===== src/rtl/latency_pipe_drain_pkg.sv =====
// Shared constants and helpers for the latency pipe drain block.
package latency_pipe_drain_pkg;

  localparam int DEF_WIDTH = 32;
  localparam int DEF_DEPTH = 4;

  // Increment a buffer index, wrapping at depth (depth need not be a power of two).
  function automatic int wrap_inc(input int ptr, input int depth);
    return (ptr + 1 >= depth) ? 0 : ptr + 1;
  endfunction

endpackage


===== src/rtl/latency_pipe_drain_fifo.sv =====
// Result buffer: registered FIFO with no bypass. Head data is shown as zero when empty.
// A push into a full buffer is taken only when a pop frees the head slot in the same cycle.
module drain_fifo
  import latency_pipe_drain_pkg::*;
#(
  parameter int WIDTH = DEF_WIDTH,
  parameter int DEPTH = DEF_DEPTH,
  localparam int CNT_W = $clog2(DEPTH + 1),
  localparam int PTR_W = (DEPTH > 1) ? $clog2(DEPTH) : 1
) (
  input  logic             clk,
  input  logic             rst_n,
  input  logic             clr,
  input  logic             push,
  input  logic [WIDTH-1:0] push_data,
  input  logic             pop,
  output logic [WIDTH-1:0] rd_data,
  output logic [CNT_W-1:0] count,
  output logic             full,
  output logic             empty
);

  logic [WIDTH-1:0] mem [DEPTH];
  logic [PTR_W-1:0] rd_ptr;
  logic [PTR_W-1:0] wr_ptr;
  logic             do_push;
  logic             do_pop;

  assign full    = (count == CNT_W'(DEPTH));
  assign empty   = (count == '0);
  assign do_pop  = pop && !empty;
  assign do_push = push && (!full || do_pop);
  assign rd_data = empty ? '0 : mem[rd_ptr];

  // Storage write; no reset needed since reads of empty slots are masked.
  always_ff @(posedge clk) begin
    if (do_push && !clr) begin
      mem[wr_ptr] <= push_data;
    end
  end

  // Pointer and occupancy bookkeeping; clear wins over push and pop.
  always_ff @(posedge clk or negedge rst_n) begin
    if (!rst_n) begin
      rd_ptr <= '0;
      wr_ptr <= '0;
      count  <= '0;
    end else if (clr) begin
      rd_ptr <= '0;
      wr_ptr <= '0;
      count  <= '0;
    end else begin
      if (do_push) begin
        wr_ptr <= PTR_W'(wrap_inc(32'(wr_ptr), DEPTH));
      end
      if (do_pop) begin
        rd_ptr <= PTR_W'(wrap_inc(32'(rd_ptr), DEPTH));
      end
      if (do_push && !do_pop) begin
        count <= count + CNT_W'(1);
      end else if (do_pop && !do_push) begin
        count <= count - CNT_W'(1);
      end
    end
  end

endmodule


===== src/rtl/latency_pipe_drain.sv =====
// Receiving end of a fixed-latency, non-stallable pipe. Issue slots are granted by credit
// so returning results always find buffer space; results are re-offered downstream.
//
// Handshakes: a transfer happens on a rising clk edge when valid && ready are both high.
// issue_ready and out_valid depend only on registered state, never on the partner's
// valid/ready in the same cycle. ret_valid has no ready: the pipe cannot be stalled.
module latency_pipe_drain
  import latency_pipe_drain_pkg::*;
#(
  parameter int WIDTH = DEF_WIDTH,
  parameter int DEPTH = DEF_DEPTH,
  localparam int CNT_W = $clog2(DEPTH + 1)
) (
  input  logic             clk,
  input  logic             rst_n,
  input  logic             clr,
  input  logic             issue_valid,
  output logic             issue_ready,
  input  logic             ret_valid,
  input  logic [WIDTH-1:0] ret_data,
  output logic             out_valid,
  input  logic             out_ready,
  output logic [WIDTH-1:0] out_data,
  output logic [CNT_W-1:0] inflight,
  output logic [CNT_W-1:0] occupancy,
  output logic             idle,
  output logic             err_overflow,
  output logic             err_underflow
);

  logic [CNT_W-1:0] credits;
  logic [CNT_W-1:0] credit_next;
  logic [CNT_W-1:0] inflight_next;
  logic [CNT_W:0]   credit_sum;
  logic             fire;
  logic             pop;
  logic             ret_dec;
  logic             full;
  logic             empty;

  assign issue_ready = (credits != '0);
  assign fire        = issue_valid && issue_ready;
  assign out_valid   = !empty;
  assign pop         = out_valid && out_ready;
  assign ret_dec     = ret_valid && (inflight != '0);
  assign idle        = (inflight == '0) && (occupancy == '0);

  drain_fifo #(
    .WIDTH (WIDTH),
    .DEPTH (DEPTH)
  ) u_fifo (
    .clk       (clk),
    .rst_n     (rst_n),
    .clr       (clr),
    .push      (ret_valid),
    .push_data (ret_data),
    .pop       (out_ready),
    .rd_data   (out_data),
    .count     (occupancy),
    .full      (full),
    .empty     (empty)
  );

  // Next credit and in-flight counts; credits saturate at DEPTH so a stray
  // (underflow) result cannot mint extra issue slots when it is popped.
  always_comb begin
    credit_sum = (CNT_W+1)'(credits) + (CNT_W+1)'(pop) - (CNT_W+1)'(fire);
    if (credit_sum > (CNT_W+1)'(DEPTH)) begin
      credit_next = CNT_W'(DEPTH);
    end else begin
      credit_next = credit_sum[CNT_W-1:0];
    end
    inflight_next = inflight + CNT_W'(fire) - CNT_W'(ret_dec);
  end

  // Credit and in-flight registers; clear restores the reset state.
  always_ff @(posedge clk or negedge rst_n) begin
    if (!rst_n) begin
      credits  <= CNT_W'(DEPTH);
      inflight <= '0;
    end else if (clr) begin
      credits  <= CNT_W'(DEPTH);
      inflight <= '0;
    end else begin
      credits  <= credit_next;
      inflight <= inflight_next;
    end
  end

  // Sticky error flags; overflow only when the full buffer is not freeing a slot.
  always_ff @(posedge clk or negedge rst_n) begin
    if (!rst_n) begin
      err_overflow  <= 1'b0;
      err_underflow <= 1'b0;
    end else if (clr) begin
      err_overflow  <= 1'b0;
      err_underflow <= 1'b0;
    end else begin
      if (ret_valid && full && !pop) begin
        err_overflow <= 1'b1;
      end
      if (ret_valid && (inflight == '0)) begin
        err_underflow <= 1'b1;
      end
    end
  end

endmodule


===== config.mk =====
export PLATFORM = sky130hd
export DESIGN_NAME = latency_pipe_drain
export DESIGN_NICKNAME = d
export VERILOG_FILES = /design/src/rtl/latency_pipe_drain_pkg.sv /design/src/rtl/latency_pipe_drain_fifo.sv /design/src/rtl/latency_pipe_drain.sv
export SDC_FILE = /design/constraint.sdc
export NUM_CORES = 1
export LEC_CHECK = 0
export CAP_MARGIN = 10
export CORE_MARGIN = 10
export CORE_UTILIZATION = 45
export DETAILED_ROUTE_END_ITERATION = 8
export PLACE_DENSITY = 0.75
export SLEW_MARGIN = 10
export SYNTH_ARGS = -nofsm -noshare
export SYNTH_HDL_FRONTEND = slang
export SYNTH_HIERARCHICAL = 1
export SYNTH_SLANG_ARGS = --single-unit

===== constraint.sdc =====
create_clock -name clk -period 3.5 [get_ports clk]
set_clock_uncertainty 0.15 [all_clocks]
set_input_delay 0.35 -clock clk [delete_from_list [all_inputs] [get_ports clk]]
set_output_delay 0.35 -clock clk [all_outputs]
set_load 0.005 [all_outputs]

==> impl_metrics.py <==
metrics = {
    "clocking": {
        "cts_inserted_buffers": 17,
        "clockBufferDepth": 2,
        "postCtsSetupRepairBufs": 0,
        "cts_tree": "done",
        "cts_num_sinks": 143,
        "post_cts.resized_instances": 0,
        "worstSkewPairLatency_ns": 0.41,
        "worst_setup_hold_path_clk_slew_ns": 0.06,
        "post_cts_hold_buffer_count": 0,
        "clock_tree.htree_level_count": 4,
        "ctsRootBufferMaster": "sky130_fd_sc_hd__clkbuf_16",
    },
    "setup_path": {
        "critPathRequiredTime_ns": 3.00,
        "path_buf_inv": 1,
        "crit_arrival_ns": 2.42,
        "start_kind": "flop",
        "cp_max_fo": 33,
        "endpoint_kind": "output port",
        "crit_path_cell_trace": "mux4_2 > and2_1 > clkdlybuf4s50_1",
        "rr_worst_depth": 9,
        "critPathMaxStageDelay_ns": 0.93,
        "worst_path_dominant_cell_family": "flip-flops",
        "crit_type": "reg -> out",
        "worst-path-stages": 3,
        "timing.critical_path.slowest_stage_cell": "sky130_fd_sc_hd__dfrtp_2",
    },
    "drt": {
        "vias": 3070,
        "final_wl_mm": 11.41,
        "drt_first_iter_violations": 195,
        "drt_pre_antenna_iters": 5,
        "detail_route.wl_per_cell_um": 19.48,
        "final_routed_drc_violation_total": 0,
        "route.detailed.vias_per_inst": 5.239,
        "drt.antenna.violating_nets": 0,
    },
    "synth": {
        "synth_async_sr_flop_share_pct": 10.49,
        "synth_area_sq_um": 5813,
        "synth_enable_flop_cells": 128,
        "synthCells": 307,
        "sequential_to_total_area_share_from_yosys_stat_pct": 72.60,
        "postSynthAreaPerCell_sq_um": 18.94,
        "ys_warn_count": 6,
        "synth-main-ff-cell": "sky130_fd_sc_hd__edfxtp_1",
        "syn_nets": 356,
        "synth.ff_latch_count": 143,
        "synth_top_family_by_area": "multiplexers",
        "yosysUniqueCellTypes": 35,
        "xor_xnor_cell_area_share_of_the_yosys_netlist_pct": 1.055,
        "synthAdderAreaFrac_pct": 2.755,
        "synth_compound_area_share_pct": 1.657,
        "synth.mux.area_fraction_pct": 12.96,
        "synth-simple-area-share_pct": 7.340,
    },
    "sta": {
        "post-route-period-util_pct": 83.31,
        "timing_worst_slew_pin_value_ns": 0.8670,
        "setup_tns_ns": 0,
        "finalHoldViolations": 0,
        "grt_setup_unrepaired": "false",
        "slew_violations": 0,
        "achievable-frequency_ghz": 0.3430,
        "finalSetupViolCount": 0,
        "worst_slew_margin_rel_pct": 42.20,
        "timing.final.crit_period_ns": 2.916,
        "finalHoldWorstSlack_ns": 0.2195,
    },
    "cells_and_area": {
        "n_fill_cell": 1009,
        "fin_nets": 450,
        "antennaDiodeCount": 0,
        "final_layout_size_suffix_gt1_share_pct": 19.81,
        "final_cell_area_sq_um": 7427,
        "synthToLayoutAreaGrowth_pct": 27.77,
        "final_cells": 586,
    },
    "status": {
        "status": "finished clean",
    },
    "floorplan": {
        "fp.dieW_um": 133.7,
        "floorplan.core_area_sq_um": 12620,
        "design.die.area_sq_um": 17860,
        "initial_core_util_pct": 46.06,
        "design.portCount": 81,
        "num_rows": 41,
        "die_height_um": 133.7,
    },
    "pwr": {
        "vdd_ir_drop_max_mv": 0.3377,
        "p_leak_nw": 2.517,
        "p_per_area_nw_per_um2": 697.5,
    },
    "global_routing": {
        "grt_antenna_before_repair": 0,
        "vias_in_the_first_global_route": 3348,
        "first_pass_grt_wire_length_mm": 18.19,
        "grt_max_degree": 36,
        "grtUsageTotal_pct": 13.22,
        "grt_overflow": 0,
    },
    "placed_design": {
        "globalplace.congestion": 0.7460,
        "placedCellCount": 554,
        "io_buffer_count": 80,
        "place.detailed.hpwl_mm": 7.281,
        "place_area_sq_um": 6855,
    },
    "job": {
        "max_cap_violations": 0,
    },
    "hold_path": {
        "timing.hold.worst.class": "in -> async",
    },
}
[cells in the final DEF (no fill, tap or decap), drive strengths merged]
cell and count:
clkdlybuf4s50 80, a311o 1, dfstp 1, dfrtp 14
ha 8, buf 8, and3 2, a32oi 1
xnor2 1, nor4b 1, inv 13, clkbuf 19
edfxtp 128, or3 4, and2 36, nand2b 3
nor2 13, fa 3, mux2 2, clkinvlp 5
a2111oi 1, nor2b 2, nor4 1, o21a 2
nand3 3, nand2 4, a31oi 1, mux4 32
nor3 2, mux2i 1, bufinv 2, or3b 1
a21oi 6, xor2 6, clkinv 4, nand3b 1
o21ai 2
[synthesized netlist by cell type, drive strengths merged (2+ instances only)]
| cell | number | area (sq um) |
|---|---|---|
| and3 | 2 | 18.77 |
| nor2 | 13 | 48.80 |
| inv | 11 | 41.29 |
| nand3 | 3 | 15.01 |
| and2 | 36 | 225.2 |
| clkbuf | 8 | 30.03 |
| dfrtp | 14 | 350.3 |
| nor3 | 2 | 10.01 |
| mux2 | 2 | 22.52 |
| o21a | 2 | 15.01 |
| ha | 8 | 100.1 |
| a21oi | 6 | 30.03 |
| buf | 5 | 23.77 |
| nand2b | 3 | 18.77 |
| nor2b | 2 | 12.51 |
| nand2 | 4 | 15.01 |
| mux4 | 32 | 720.7 |
| fa | 3 | 60.06 |
| xor2 | 6 | 52.55 |
| edfxtp | 128 | 3844 |
| or3 | 4 | 25.02 |
| o21ai | 2 | 10.01 |
[power by group]
| group | leakage [nW] | total [mW] | internal (mW) | switching, mW |
|---|---|---|---|---|
| Clock | 0.266 | 1.71 | 1.05 | 0.666 |
| Combinational | 0.895 | 1.40 | 0.824 | 0.572 |
| Sequential | 1.36 | 2.07 | 1.97 | 0.100 |
[layer usage]
layer | track usage [%] | routed length [um] | vias to the layer above
met4 | 4.716 | 140 | 0
li1 | - | - | 1375
met5 | 0 | 0 | -
met3 | 4.586 | 670 | 13
met2 | 21.94 | 5821 | 88
met1 | 15.60 | 4781 | 1594
[worst reg2reg max path, delay by kind of cell (launching register included)]
kind | cells | cell delay [ns]
xor gates and xnor gates | 2 | 0.29
buffers and inverters | 1 | 0.08
AOI/OAI and AO/OA | 2 | 0.64
adders and majority gates | 2 | 0.61
and+or+nand+nor | 2 | 0.57
DFF | 1 | 0.44
[path summary, 6_finish.rpt]
kind | start | end | slack [ns]
worst min register to register | err_overflow | err_overflow | 0.36
max in group asynchronous | rst_n | u_fifo/rd_ptr[0] | 2.47
worst max-delay path | u_fifo/rd_ptr[1] | out_data[18] | 0.58
min in group clk | err_overflow | err_overflow | 0.36
worst max register to register | u_fifo/count[2] | credits[1] | 0.66
worst min-delay path | rst_n | inflight[1] | 0.22
[state kept, by name, indices dropped and copies added (netlist names)]
| name | cells |
|---|---|
| credits | 3 |
| u_fifo/mem | 128 |
| u_fifo/wr_ptr | 2 |
| err_overflow | 1 |
| inflight | 3 |
| u_fifo/count | 3 |
| err_underflow | 1 |
| u_fifo/rd_ptr | 2 |
[through the flow]
stage	setup slack [ns]	total power [mW]	utilization [%]
6_report	0.5843	5.180	58.85
5_1_grt	0.4559	5.437	58.85
4_1_cts	0.5275	5.259	58.85
3_5_place_dp	0.5226	3.532	54.32
3_3_place_gp	0.6085	3.500	54.32
2_1_floorplan	0.5417	2.811	-
[cell type report]
class | instances | area (sq um) | area share (%)
Tap cell | 172 | 215.2 | 2.898
Multi-Input combinational cell | 140 | 1503 | 20.23
Timing Repair Buffer | 88 | 873.3 | 11.76
Inverter | 11 | 41.29 | 0.5559
Clock buffer | 19 | 432.9 | 5.829
Sequential cell | 143 | 4223 | 56.86
Clock inverter | 13 | 138.9 | 1.870
[cells by family after synthesis]
| logic type | count (synthesis) |
|---|---|
| and+or+nand+nor | 73 |
| xor gates and xnor gates | 7 |
| muxes | 35 |
| DFF | 143 |
| AOI/OAI and AO/OA | 14 |
| adders and majority gates | 11 |
| buffers and inverters | 24 |
Note: power is estimated with default switching activity, not from simulation.
